--- src/rtl/uart_tx_scheduler.sv ---
// uart_tx_scheduler
//   Shares one UART transmitter among N_REQ byte requesters. Round-robin
//   arbitration, one frame per grant. Sequences the START handshake, watches
//   READY_TX for the frame to begin and end, and owns the WORK_FR word. Config
//   writes are held pending and applied only while idle, so WORK_FR never
//   changes during a frame.
//
// Ports
//   CLK, RESET      clock, synchronous active-high reset
//   REQ, REQ_DATA   per-requester request and byte (byte i at [8i+7:8i])
//   GNT             one-cycle pulse, byte of that requester has been latched
//   CFG_WE          write strobe for CFG_WORK_FR
//   CFG_WORK_FR     new WORK_FR value
//   WORK_FR         to UART.WORK_FR
//   START, DATA_TX  to UART; START is a one-cycle pulse per frame
//   READY_TX        from UART, 1 = transmitter idle
//   BUSY            1 whenever not idle
//   ERR             one-cycle pulse when READY_TX never dropped after START
//   FRAME_CNT       completed frames, wraps
//
// state     | meaning
// S_IDLE    | apply pending config, or arbitrate and grant
// S_LAUNCH  | GNT pulse visible; START is registered for the next cycle
// S_WAIT_ACK| START visible; wait for READY_TX to drop, bounded by ACK_TIMEOUT
// S_WAIT_DONE| frame in progress; wait for READY_TX to return high
module uart_tx_scheduler #(
    parameter int          N_REQ       = 4,
    parameter int          ACK_TIMEOUT = 64,
    parameter logic [11:0] WORK_FR_RST = 12'd434
) (
    input  logic               CLK,
    input  logic               RESET,
    input  logic [N_REQ-1:0]   REQ,
    input  logic [8*N_REQ-1:0] REQ_DATA,
    output logic [N_REQ-1:0]   GNT,
    input  logic               CFG_WE,
    input  logic [11:0]        CFG_WORK_FR,
    output logic [11:0]        WORK_FR,
    output logic               START,
    output logic [7:0]         DATA_TX,
    input  logic               READY_TX,
    output logic               BUSY,
    output logic               ERR,
    output logic [15:0]        FRAME_CNT
);

    localparam int PW = (N_REQ > 1) ? $clog2(N_REQ) : 1;
    localparam int AW = $clog2(ACK_TIMEOUT + 1);

    typedef enum logic [1:0] {
        S_IDLE,
        S_LAUNCH,
        S_WAIT_ACK,
        S_WAIT_DONE
    } state_t;

    state_t           state_q, state_d;
    logic [PW-1:0]    rr_ptr_q, rr_ptr_d;
    logic [N_REQ-1:0] gnt_q, gnt_d;
    logic             start_q, start_d;
    logic [7:0]       data_q, data_d;
    logic             err_q, err_d;
    logic [15:0]      frame_cnt_q, frame_cnt_d;
    logic [11:0]      work_fr_q, work_fr_d;
    logic             cfg_pend_q, cfg_pend_d;
    logic [11:0]      cfg_val_q, cfg_val_d;
    logic [AW-1:0]    ack_cnt_q, ack_cnt_d;

    logic             found;
    logic [PW-1:0]    winner;
    logic [PW-1:0]    cand;
    logic [7:0]       win_data;

    // Search starts one past the last winner so every requester gets a turn.
    always_comb begin
        found  = 1'b0;
        winner = '0;
        cand   = '0;
        for (int i = 1; i <= N_REQ; i++) begin
            cand = PW'((int'(rr_ptr_q) + i) % N_REQ);
            if (!found && REQ[cand]) begin
                found  = 1'b1;
                winner = cand;
            end
        end
    end

    always_comb begin
        win_data = '0;
        for (int i = 0; i < N_REQ; i++) begin
            if (winner == PW'(i)) win_data = REQ_DATA[8*i +: 8];
        end
    end

    always_comb begin
        state_d     = state_q;
        rr_ptr_d    = rr_ptr_q;
        gnt_d       = '0;
        start_d     = 1'b0;
        data_d      = data_q;
        err_d       = 1'b0;
        frame_cnt_d = frame_cnt_q;
        work_fr_d   = work_fr_q;
        cfg_pend_d  = cfg_pend_q;
        cfg_val_d   = cfg_val_q;
        ack_cnt_d   = ack_cnt_q;

        case (state_q)
            S_IDLE: begin
                if (cfg_pend_q) begin
                    work_fr_d  = cfg_val_q;
                    cfg_pend_d = 1'b0;
                end else if (!CFG_WE && READY_TX && found) begin
                    // A write arriving this cycle takes precedence; the
                    // grant waits until it has been applied.
                    data_d   = win_data;
                    gnt_d    = N_REQ'(1) << winner;
                    rr_ptr_d = winner;
                    state_d  = S_LAUNCH;
                end
            end
            S_LAUNCH: begin
                start_d   = 1'b1;
                ack_cnt_d = '0;
                state_d   = S_WAIT_ACK;
            end
            S_WAIT_ACK: begin
                if (!READY_TX) begin
                    state_d = S_WAIT_DONE;
                end else if (ack_cnt_q == AW'(ACK_TIMEOUT - 1)) begin
                    err_d   = 1'b1;
                    state_d = S_IDLE;
                end else begin
                    ack_cnt_d = ack_cnt_q + 1'b1;
                end
            end
            S_WAIT_DONE: begin
                if (READY_TX) begin
                    frame_cnt_d = frame_cnt_q + 16'd1;
                    state_d     = S_IDLE;
                end
            end
            default: state_d = S_IDLE;
        endcase

        // Writes are accepted in any state; the newest value wins.
        if (CFG_WE) begin
            cfg_pend_d = 1'b1;
            cfg_val_d  = CFG_WORK_FR;
        end
    end

    always_ff @(posedge CLK) begin
        if (RESET) begin
            state_q     <= S_IDLE;
            rr_ptr_q    <= PW'(N_REQ - 1);
            gnt_q       <= '0;
            start_q     <= 1'b0;
            data_q      <= '0;
            err_q       <= 1'b0;
            frame_cnt_q <= '0;
            work_fr_q   <= WORK_FR_RST;
            cfg_pend_q  <= 1'b0;
            cfg_val_q   <= '0;
            ack_cnt_q   <= '0;
        end else begin
            state_q     <= state_d;
            rr_ptr_q    <= rr_ptr_d;
            gnt_q       <= gnt_d;
            start_q     <= start_d;
            data_q      <= data_d;
            err_q       <= err_d;
            frame_cnt_q <= frame_cnt_d;
            work_fr_q   <= work_fr_d;
            cfg_pend_q  <= cfg_pend_d;
            cfg_val_q   <= cfg_val_d;
            ack_cnt_q   <= ack_cnt_d;
        end
    end

    assign GNT       = gnt_q;
    assign START     = start_q;
    assign DATA_TX   = data_q;
    assign ERR       = err_q;
    assign FRAME_CNT = frame_cnt_q;
    assign WORK_FR   = work_fr_q;
    assign BUSY      = (state_q != S_IDLE);

endmodule

--- config.mk ---
export PLATFORM = sky130hd
export DESIGN_NAME = uart_tx_scheduler
export DESIGN_NICKNAME = d
export VERILOG_FILES = /design/src/rtl/uart_tx_scheduler.sv
export SDC_FILE = /design/constraint.sdc
export NUM_CORES = 1
export LEC_CHECK = 0
export ABC_AREA = 0
export ABC_CLOCK_PERIOD_IN_PS = 5300
export CORE_ASPECT_RATIO = 0.8
export CORE_MARGIN = 5
export CORE_UTILIZATION = 50
export DETAILED_ROUTE_END_ITERATION = 7
export MAX_ROUTING_LAYER = met4
export PLACE_DENSITY = 0.84
export SYNTH_ARGS = -nofsm -noshare
export SYNTH_HDL_FRONTEND = slang
export SYNTH_SLANG_ARGS = --single-unit
--- constraint.sdc ---
create_clock -name CLK -period 5.3 [get_ports CLK]
set_clock_uncertainty 0.1 [all_clocks]
set_input_delay 0.795 -clock CLK [delete_from_list [all_inputs] [get_ports CLK]]
set_output_delay 0.795 -clock CLK [all_outputs]
set_load 0.03 [all_outputs]
==> flow_metrics.tcl <==
set metrics [dict create \
    crit_fanout 14 \
    drv_cap 0 \
    cp_cell_sequence "clkdlybuf4s50_1 -> nor2_1 -> nand4_4 -> or2_4 -> or3_1 -> a22oi_2" \
    wirelength_mm 7.38 \
    hpwl_mm 5.31 \
    cts_tree "done" \
    synth_edf_count 0 \
    grt_pass1_wl_mm 12.3 \
    netlist_area_um2 3000 \
    hold_depth 2 \
    ant_nets 0 \
    drv_slew 0 \
    hold_path.class "reg -> reg" \
    setup_violations 0 \
    rrSetupSlack_ns 3.21 \
    period_needed_ns 2.86 \
    tns_ns 0 \
    powerDensity_nw_per_um2 275 \
    gp_congestion 0.826 \
    cp.required_ns 5.47 \
    path_class "in -> reg" \
    die-area_um2 7650 \
    synth_top_flop_cell "dfxtp_1" \
    synth_area_per_cell_um2 8.63 \
    nets 484 \
    use_met3_pct 7.86 \
    cts_resized 0 \
    postCtsSetupBuffers 0 \
    synth_cell_types 42 \
    drt_iter0_markers 88 \
    fp.coreArea_um2 5850 \
    ys_seq_area_share_pct 44.1 \
    antenna_found_initial 0 \
    cts_inserted_buffers 9 \
    hold_path.startpoint "cfg_val_q[10]" \
    clkLatencyLatePin_ns 0.34 \
    worstMarginPinSlew_ns 0.870 \
    dp_cells 500 \
    worst_path_largest_cell_delay_ns 0.79 \
    run_status "finished, final reports clean" \
    rsz0062_at_grt "false" \
    first_pass_iters 4 \
    ir_worst_vdd_uv 197 \
    worstPathArrival_ns 3.03 \
    track_usage_pct 21.0 \
    top_usage_layer "met2" \
    reg2reg_to "FRAME_CNT[5]" \
    syn_to_final_growth_pct 37.8 \
    io_pins 95 \
    drc_errors 0 \
    ys_warn_count 0 \
    layout_common_cells "clkdlybuf4s50_1, dfxtp_1, nor2_1" \
    grt_max_degree 53 \
    met2_usage_pct 31.9 \
    cts_buffer_depth 2 \
    clock_sinks 66 \
    finalNonFillerCells 516 \
    n_antenna_cell 0 \
    initial_utilization_pct 51.2 \
    portBuffers 94 \
    ys_ff_latch 66 \
    finalCritPeriodShare_pct 53.9 \
    cts_root_buf "clkbuf_8" \
    synthCells 347 \
    max-slew-margin-rel_pct 42.0 \
    std_cell_rows 25 \
    worst_path_max_delay_cell "clkdlybuf4s50_1" \
    timing_hold_violations_final 0 \
    die_w_um 96.5 \
    via_per_inst 5.25 \
    synth_nets 401 \
    timing.fmax_mhz 350 \
    whs_endpoint "WORK_FR[10]" \
    vias 2711 \
    worstSetupStartpointType "input port" \
    r2r_cells 4 \
    ys_async_sr_fraction_pct 0 \
    first_global_vias 2660 \
    htreeDepth 3 \
    wl_per_cell_um 14.3 \
    cp-end-kind "flip-flop" \
    drive_above_1_share_pct 7.36 \
    clk_pin_slew_ns 0.08 \
    p_leak_nw 1.54 \
    r2r_start "state_q[0]" \
    die-height_um 79.2 \
    cts_hold_buf 0 \
    mostFrequentLayoutCell "clkdlybuf4s50_1" \
    grt_use_met1_pct 26.1 \
    grt.overflow.total 0 \
]
-- layout make-up --
| class | count | area [um2] |
|---|---|---|
| Multi-Input combinational cell | 254 | 1540 |
| Tap cell | 81 | 101 |
| Clock inverter | 6 | 71.3 |
| Clock buffer | 10 | 138 |
| Sequential cell | 66 | 1320 |
| Timing Repair Buffer | 95 | 943 |
| Fill cell | 475 | 1720 |
| Inverter | 4 | 15.0 |
-- report_power, final --
group | switching [mW] | internal [mW] | total [mW]
sequential | 0.0140 | 0.513 | 0.527
combinational | 0.0872 | 0.0828 | 0.170
clock | 0.205 | 0.234 | 0.439
total | 0.306 | 0.830 | 1.14
-- worst max path at each step --
stage / startpoint / to / depth (start not counted)
finish: CFG_WE / DATA_TX[7] / 6
CTS: CFG_WE / DATA_TX[7] / 6
global route: CFG_WE / DATA_TX[5] / 6
floorplan: REQ[3] / DATA_TX[0] / 8
global placement: CFG_WE / DATA_TX[7] / 6
detailed placement: CFG_WE / DATA_TX[7] / 6
-- logic make-up (layout without fill, tap and decap cells) --
| family | after synthesis | in the layout | synth area share [%] |
|---|---|---|---|
| buf+inv | 27 | 115 | 4.59 |
| mux | 22 | 22 | 7.35 |
| compound gates | 59 | 59 | 12.7 |
| flops | 66 | 66 | 44.1 |
| simple gates | 157 | 157 | 26.3 |
| xor+xnor | 14 | 14 | 4.09 |
| fa+ha+maj | 2 | 2 | 0.835 |
-- sequential cells by signal, summed over array words and instances (netlist names) --
register,flops
FRAME_CNT,16
DATA_TX,8
GNT,4
rr_ptr_q,2
START,1
ack_cnt_q,7
WORK_FR,12
cfg_pend_q,1
ERR,1
cfg_val_q,12
state_q,2
-- worst max-delay path, delay by kind of cell --
family | cells | cell delay [ns]
AOI/OAI and AO/OA | 1 | 0.18
buffers and inverters | 1 | 0.79
and+or+nand+nor | 4 | 1.25
-- layer usage --
metal  share of wire [%]  routed length (um)  vias up
met4                 1.2                  88        0
met1                  43                3210     1256
li1                    -                   -     1363
met3                 6.4                 469       11
met5                   0                   0        -
met2                  49                3610       81
-- cell usage after synthesis (5+ instances only) --
| cell type | instances | area share (%) |
|---|---|---|
| nand2b_1 | 5 | 1.0 |
| buf_2 | 5 | 0.84 |
| nand2_1 | 43 | 5.4 |
| nand3_1 | 11 | 1.8 |
| nor2_1 | 46 | 5.8 |
| nand3b_1 | 5 | 1.3 |
| nand4_1 | 7 | 1.5 |
| a22oi_2 | 8 | 3.3 |
| clkbuf_1 | 13 | 1.6 |
| o21ai_0 | 6 | 1.0 |
| xor2_1 | 10 | 2.9 |
| or3_1 | 13 | 2.7 |
| mux2i_1 | 22 | 7.4 |
| a21oi_1 | 35 | 5.8 |
| dfxtp_1 | 66 | 44 |
-- metrics by stage --
| step | utilization, % | total power [mW] | worst slack (ns) | hold WS (ns) | cell area (um2) |
|---|---|---|---|---|---|
| global placement | 67.0 | 0.704 | 2.13 | 0.339 | 3920 |
| finish | 70.5 | 1.14 | 2.44 | 0.353 | 4130 |
| floorplan | - | 0.635 | 2.94 | 0.331 | 3000 |
| global route | 70.5 | 1.19 | 2.32 | 0.362 | 4130 |
| CTS | 70.5 | 1.15 | 2.44 | 0.347 | 4130 |
| detailed placement | 67.0 | 0.707 | 2.08 | 0.348 | 3920 |
(Power assumes the default switching activity.)
